### config.mk
export PLATFORM = sky130hd
export DESIGN_NAME = alu_issue_stage
export DESIGN_NICKNAME = d
export VERILOG_FILES = /design/src/rtl/alu_issue_stage.sv
export SDC_FILE = /design/constraint.sdc
export NUM_CORES = 1
export LEC_CHECK = 0
export CAP_MARGIN = 40
export CELL_PAD_IN_SITES_DETAIL_PLACEMENT = 2
export CELL_PAD_IN_SITES_GLOBAL_PLACEMENT = 2
export CORE_MARGIN = 2
export CORE_UTILIZATION = 33
export CTS_CLUSTER_DIAMETER = 100
export DETAILED_ROUTE_END_ITERATION = 6
export PLACE_DENSITY_LB_ADDON = 0.1
export SLEW_MARGIN = 40
export SYNTH_ARGS = -nofsm -noshare
export SYNTH_HDL_FRONTEND = slang
export SYNTH_SLANG_ARGS = --single-unit
### constraint.sdc
create_clock -name clk -period 2.63 [get_ports clk]
set_clock_uncertainty 0.15 [all_clocks]
set_input_delay 0.526 -clock clk [delete_from_list [all_inputs] [get_ports clk]]
set_output_delay 0.526 -clock clk [all_outputs]
set_load 0.02 [all_outputs]
### src/rtl/alu_issue_stage.sv
// ALU issue stage: registers one operation for an external combinational ALU,
// captures the ALU result into a small result FIFO, and presents the FIFO head
// to a ready/valid consumer. Stage 0 is the operand register, stage 1 the FIFO.
module alu_issue_stage #(
  parameter int N     = 4,
  parameter int DEPTH = 2
) (
  input  logic                clk,
  input  logic                reset,
  input  logic                in_valid,
  output logic                in_ready,
  input  logic signed [N-1:0] in_x,
  input  logic signed [N-1:0] in_y,
  input  logic [2:0]          in_sel,
  output logic signed [N-1:0] alu_x,
  output logic signed [N-1:0] alu_y,
  output logic [2:0]          alu_sel,
  input  logic signed [N+1:0] alu_out,
  output logic                out_valid,
  input  logic                out_ready,
  output logic signed [N+1:0] out_res,
  output logic [2:0]          out_sel,
  output logic [7:0]          op_count
);

  localparam int PW = (DEPTH > 1) ? $clog2(DEPTH) : 1;
  localparam int CW = $clog2(DEPTH + 1);
  localparam logic [CW-1:0] FULL_CNT = CW'(DEPTH);
  localparam logic [CW-1:0] ONE_CNT  = CW'(1);
  localparam logic [PW-1:0] LAST_PTR = PW'(DEPTH - 1);

  logic                vld_p0;
  logic signed [N+1:0] res_mem_p1 [DEPTH];
  logic [2:0]          sel_mem_p1 [DEPTH];
  logic [PW-1:0]       rd_ptr_p1;
  logic [PW-1:0]       wr_ptr_p1;
  logic [CW-1:0]       count_p1;
  logic [PW-1:0]       rd_ptr_nxt;
  logic                can_push;
  logic                push;
  logic                pop;
  logic                accept;

  // Pointers wrap modulo DEPTH, so non-power-of-two depths work as well.
  function automatic logic [PW-1:0] ptr_inc(input logic [PW-1:0] p);
    return (p == LAST_PTR) ? '0 : p + PW'(1);
  endfunction

  // A pop frees a slot on the same edge, so a full FIFO still accepts a push
  // while the consumer is draining it; this keeps one op per cycle.
  assign out_valid  = (count_p1 != '0);
  assign pop        = out_valid & out_ready;
  assign can_push   = (count_p1 < FULL_CNT) | pop;
  assign push       = vld_p0 & can_push;
  assign in_ready   = ~vld_p0 | can_push;
  assign accept     = in_valid & in_ready;
  assign rd_ptr_nxt = ptr_inc(rd_ptr_p1);

  // ---- stage 0: operand register feeding the external ALU ----
  // Operands load on acceptance and stay put until the result is captured;
  // a push with a simultaneous accept keeps the register occupied.
  always_ff @(posedge clk or posedge reset) begin
    if (reset) begin
      vld_p0  <= 1'b0;
      alu_x   <= '0;
      alu_y   <= '0;
      alu_sel <= '0;
    end else if (accept) begin
      vld_p0  <= 1'b1;
      alu_x   <= in_x;
      alu_y   <= in_y;
      alu_sel <= in_sel;
    end else if (push) begin
      vld_p0  <= 1'b0;
    end
  end

  // ---- stage 1: result FIFO ----
  // Storage needs no reset: an entry is only ever read after it was written.
  always_ff @(posedge clk) begin
    if (push) begin
      res_mem_p1[wr_ptr_p1] <= alu_out;
      sel_mem_p1[wr_ptr_p1] <= alu_sel;
    end
  end

  // FIFO pointers, occupancy and delivered-result counter.
  always_ff @(posedge clk or posedge reset) begin
    if (reset) begin
      rd_ptr_p1 <= '0;
      wr_ptr_p1 <= '0;
      count_p1  <= '0;
      op_count  <= '0;
    end else begin
      if (push) begin
        wr_ptr_p1 <= ptr_inc(wr_ptr_p1);
      end
      if (pop) begin
        rd_ptr_p1 <= rd_ptr_nxt;
        op_count  <= op_count + 8'd1;
      end
      case ({push, pop})
        2'b10:   count_p1 <= count_p1 + ONE_CNT;
        2'b01:   count_p1 <= count_p1 - ONE_CNT;
        default: count_p1 <= count_p1;
      endcase
    end
  end

  // Registered copy of the head so the outputs hold their last value once the
  // FIFO drains instead of showing whatever the next slot happens to contain.
  always_ff @(posedge clk or posedge reset) begin
    if (reset) begin
      out_res <= '0;
      out_sel <= '0;
    end else if (push && ((count_p1 == '0) || (pop && (count_p1 == ONE_CNT)))) begin
      out_res <= alu_out;
      out_sel <= alu_sel;
    end else if (pop && (count_p1 > ONE_CNT)) begin
      out_res <= res_mem_p1[rd_ptr_nxt];
      out_sel <= sel_mem_p1[rd_ptr_nxt];
    end
  end

endmodule

======== Word level (Yosys, flattened, before mapping) ========
Memories as Yosys holds them, arrays and structs flattened.
Index checks and enable logic that the tools add are counted.
W data, S select, Z words.
word-level totals
  register bits ........................... 33
  memory bits (writable) .................. 18
  word-level logic and storage cells ...... 48
  memories kept ........................... 2
memory list
  name        words  bits a word  rd ports  clocked after Yosys merged registers in  wr ports  RTL line  RTL
  res_mem_p1  2      6            1         0                                        1         33        logic signed [N+1:0] res_mem_p1 [DEPTH];
  sel_mem_p1  2      3            1         0                                        1         34        logic [2:0] sel_mem_p1 [DEPTH];
cells by class
  add/subtract/negate cells ............... 5
  order comparisons ....................... 2
  equal/unequal tests ..................... 3
  multiplexer cells ....................... 11
  bitwise operators ....................... 6
  reductions and logical operators ........ 9
operator list
  cell                   number
  $mux W6                2
  $add A8 B1 Y8 const B  1
  $reduce_bool A2 Y1     4
  $mux W1                6
  $mux W3                2
  $eq A2 B1 Y1 const B   2
  $pmux W2 S2            1
  $and A1 B1 Y1          3
  $logic_and A1 B1 Y1    3
  $add A1 B1 Y1 const B  2
  $add A2 B1 Y2 const B  1
  $eq A2 B2 Y1 const B   1
  $gt A2 B1 Y1 const B   1
  $logic_not A2 Y1       1
  $lt A2 B2 Y1 const B   1
  $or A1 B1 Y1           2
  $sub A2 B1 Y2 const B  1
  $logic_or A1 B1 Y1     1
  $not A1 Y1             1

======== Depth between registers and ports, before layout ========
  depth after elaboration ................. 6
  depth in mapped cells ................... 9
  depth with buffers taken out ............ 8

======== Worst setup path before layout ========
OpenSTA, ideal clock, no wires.
  kind .................................... reg-to-reg
  start ................................... register count_p1[1]
  end ..................................... memory res_mem_p1[1][0] (netlist bit) (enable)
  library setup time ...................... 0.374 ns
  arrival ................................. 1.613 ns
  path slack .............................. 0.493 ns
  stages on the path, launching flop included .. 8
  clock period less this slack ............ 2.137 ns
  cell sequence ........................... dfrtp_1 inv_1 ha_1 nand2b_1 buf_4 clkinv_1 o21ai_2 nor2_1
between the ends
  word-level cells in the longest chain between the ends .. 6
  elaborated cells between the ends (all ways) .. 7
  classes of those cells .................. 1 x order compare; 2 x mux; 3 x bitwise; 1 x reduce/logical
ends and longest elaborated chain
  item                           RTL line  RTL
  start: declaration             37        logic [CW-1:0] count_p1;
  start signal: assignment       103       2'b10: count_p1 <= count_p1 + ONE_CNT;
  start signal: assignment       104       2'b01: count_p1 <= count_p1 - ONE_CNT;
  start signal: assignment       105       default: count_p1 <= count_p1;
  $reduce_bool A2 Y1             51        assign out_valid = (count_p1 != '0);
  $and A1 B1 Y1                  52        assign pop = out_valid & out_ready;
  via pop                        41        logic pop;
  $or A1 B1 Y1                   53        assign can_push = (count_p1 < FULL_CNT) | pop;
  $and A1 B1 Y1                  54        assign push = vld_p0 & can_push;
  $mux W1                        81        if (push) begin
  $mux W1 (not written as such)  82        res_mem_p1[wr_ptr_p1] <= alu_out;
  end: declaration               33
The timed path passes the listed nets, and every way through them passes these cells.

======== Worst setup path after layout ========
  start ................................... register count_p1[1]
  end ..................................... output port in_ready
between the ends
  word-level cells in the longest chain between the ends .. 4
  elaborated cells between the ends (all ways) .. 5
  classes of those cells .................. 1 x order compare; 3 x bitwise; 1 x reduce/logical
ends and longest elaborated chain
  item                RTL line  RTL
  $reduce_bool A2 Y1  51
  $and A1 B1 Y1       52
  $or A1 B1 Y1 *      53
  $or A1 B1 Y1 *      55        assign in_ready = ~vld_p0 | can_push;
  end: declaration    11        output logic in_ready,
Mark *: on every way between the ends. The rest lies on a longest branch, timed or not.

==> results by group <==
STA
  – Measured slew at the worst slew-check pin: approximately 0.77 ns
  – RSZ-0062 raised after global routing: no
  – FMAX: roughly 410 MHz
  – Final Cycle Share: 93.6%
  – Endpoints failing setup: 0
  – Slew Viols, Final: 0
  – Worst slew margin: about half
  – Fin. Hold Viols: 0
  – Sum Neg Setup Slack: 0 ns
  – Final min period: roughly 2.5 ns

Placement
  – Number of port buffers: 50
  – Routability cong.: about 0.73
  – DP HPWL: between 3000 and 4000 um
  – Placed cell area: 0.00269 mm^2
  – DP Cell Count: between 200 and 300

Critical path
  – FF-to-FF path depth: 6
  – Worst setup EP type: output pin
  – Critical path type: flop to output pin
  – Crit path DAT: 1.79 ns
  – CP Launch Point: count_p1[1]
  – Crit-path max FO: 6
  – R2R Setup Slk: roughly 0.35 ns
  – Required time of the worst setup path: 1.95 ns
  – Worst setup SP type: flop
  – FF-to-FF Start: count_p1[1]
  – Worst r2r dst: res_mem_p1[0][3]

Route
  – Initial DRC count: 29
  – Residual DRC: 0
  – Vias/cell: 4.93
  – DRT Pass-1 Iters: 4
  – Antenna viol nets, final: 0
  – Routed WL: approximately 5000 um
  – WL per Instance: about 18 um
  – Via count: 1370

Cells and area
  – Fin nets: between 200 and 250
  – Synth-to-layout area growth: 33.4%
  – Antenna Diode Count: 0
  – Finished layout cell area: 0.00278 mm^2
  – Layout cells sized above 1: about 14%
  – Post-Layout Cell Count: approximately 280
  – Filler instances: roughly 590

Global route
  – Largest net degree at the start of global routing: 34
  – GRT Residual Overflow: 0
  – GRT Total Usage: approximately 15%
  – Vias in the first global route: 1598
  – Initial antenna violation count: 0
  – First-pass GRT wire length: around 8400 um

Logic synthesis
  – Async S/R FF share, synth: between 60% and 70%
  – Yosys Warn Count: 0
  – Count leader, synth: dfrtp_1
  – Top cell type's share of synthesized area: approximately two fifths
  – Post-synthesis cell type count: 28
  – Synthesized net count: between 150 and 200
  – Seq/Total Area, Yosys: 65.7%
  – Cells after synthesis: 143
  – Syn_area_per_cell: between 10 and 15 um^2
  – Post-synth top flop: dfrtp_1
  – Synth area leader: dfrtp_1
  – Cell area after synthesis: roughly 0.0021 mm^2
  – Number of enable flip-flop cells after synthesis: 18
  – Leading cell types by count after synthesis: dfrtp_1 (33), edfxtp_1 (18), mux2_2 (11), nor2_1 (11), xnor2_1 (11)
  – Top cells by area, synth: dfrtp_1 (40%), edfxtp_1 (26%), mux2_2 (6.0%)
  – Synthesis-stage register bit count: 51

Die
  – Top Ports: between 50 and 60
  – Die Area: about 0.0070 mm^2
  – Die Wd: around 83 um
  – Height of the chip: 83.4 um
  – Site row count: 28
  – Area of the core: between 0.005 and 0.006 mm^2
  – Starting Density: between 30% and 40%

Clocking
  – CTS tree: built
  – # H-tree levels: 2
  – Setup bufs post-CTS: 0
  – Clock Latency Late Sink: 0.31 ns
  – Clock sinks: 51
  – Clk pin slew, worst setup/hold paths: around 0.09 ns
  – CTS Buf Count: 5
  – CTS Root Cell: clkbuf_8
  – Deepest clock path buffer count: 2

Worst hold path
  – Worst Hold Endpoint: op_count[7]
  – Hold Crit Depth: 1
  – Min-delay src: op_count[7]
  – Class of the worst hold path: flop to flop

Power and ir drop
  – Pwr dens: ~1100 mW/mm^2
  – Worst vdd ir: 0.473 mV
  – Pleak: 1.13 nW

Run
  – MaxCap Viol Count: 0

Run status
  – Outcome: finished clean
layout make-up:
type | instances | area, um^2 | area share [%]
well taps | 75 | 93.8 | 3.38
flip-flops and latches | 51 | 1370 | 49.3
multi-input cells | 80 | 652 | 23.5
repair buffers | 57 | 552 | 19.9
inverters | 7 | 26.3 | 0.946
clock buffers | 6 | 72.6 | 2.61
clock inverters | 2 | 12.5 | 0.451
metal layers:
layer	vias up	GRT usage, %	routed length [um]
met5	-	0	0
met1	697	18.6	2160
met4	0	4.92	64
met2	33	26.6	2560
li1	632	-	-
met3	8	4.27	210
worst max path at each step:
stage / to / slack (ns) / cells past startpoint
6_report: in_ready / 0.17 / 5
5_1_grt: in_ready / 0.02 / 5
2_1_floorplan: res_mem_p1[1][0] / 0.49 / 7
3_5_place_dp: in_ready / 0.03 / 4
3_3_place_gp: in_ready / 0.07 / 4
4_1_cts: in_ready / 0.12 / 5
flip-flops by register name (all words and copies together) (netlist names), 2 cells and up:
| signal | cells |
|---|---|
| sel_mem_p1 | 6 |
| out_sel | 3 |
| res_mem_p1 | 12 |
| op_count | 8 |
| alu_y | 4 |
| count_p1 | 2 |
| out_res | 6 |
| alu_sel | 3 |
| alu_x | 4 |
cells in the final DEF (no fill, tap or decap):
master,n
nor2_1,10
and4b_1,1
clkdlybuf4s50_1,49
and2_1,2
clkinv_1,1
or2_1,1
dlygate4sd2_1,1
and4_1,1
clkinv_2,1
dfrtp_1,32
ha_1,4
nand3_1,2
nand4_1,3
and3_1,1
nand4bb_1,1
clkinvlp_4,1
nor2_2,1
dfrtp_2,1
a221o_1,9
a31oi_1,1
inv_1,6
buf_4,7
mux2_2,11
o21ai_2,1
clkbuf_8,5
mux2i_1,9
nand2_1,7
and3b_1,1
edfxtp_1,18
xnor2_1,11
nor3b_2,1
nand2b_1,1
o21ai_0,1
clkbuf_1,1
report_power, final:
part | leakage (nW) | switching, mW | internal, mW
Sequential | 0.567 | 0.238 | 1.13
Combinational | 0.520 | 0.670 | 0.691
Clock | 0.0412 | 0.255 | 0.186
Total | 1.13 | 1.16 | 2.00
worst max-delay path, stage by stage (launching register included):
cell and delay, ns:
dfrtp_2 0.45, inv_1 0.12, ha_1 0.23, nand2b_1 0.22, nand3_1 0.12, dlygate4sd2_1 0.34
stage by stage:
stage	power [mW]	utilization, %	hold slack (ns)	setup WS [ns]
2_1_floorplan	2.14	-	0.318	0.493
3_3_place_gp	2.68	44.9	0.316	0.0705
3_5_place_dp	2.77	44.9	0.320	0.0337
4_1_cts	3.22	46.3	0.332	0.122
5_1_grt	3.38	46.3	0.379	0.0183
6_report	3.17	46.3	0.328	0.168
cells by family (layout without fill, tap and decap cells):
group                    count (synthesis)  count (layout)  synth area share [%]
adder cells (fa/ha/maj)                  4               4                  2.41
multiplexers                            20              20                  10.3
AND/OR/NAND/NOR                         33              33                  8.60
buffers and inverters                   12              72                  3.13
AO/OA/AOI/OAI                           12              12                  5.29
flip-flops                              51              51                  65.7
XOR/XNOR                                11              11                  4.63
timing repair:
item                       CTS  global route
setup endpoints to repair    1             0
resized for setup            2             0
hold buffers                 0             0
(Power assumes the default switching activity.)
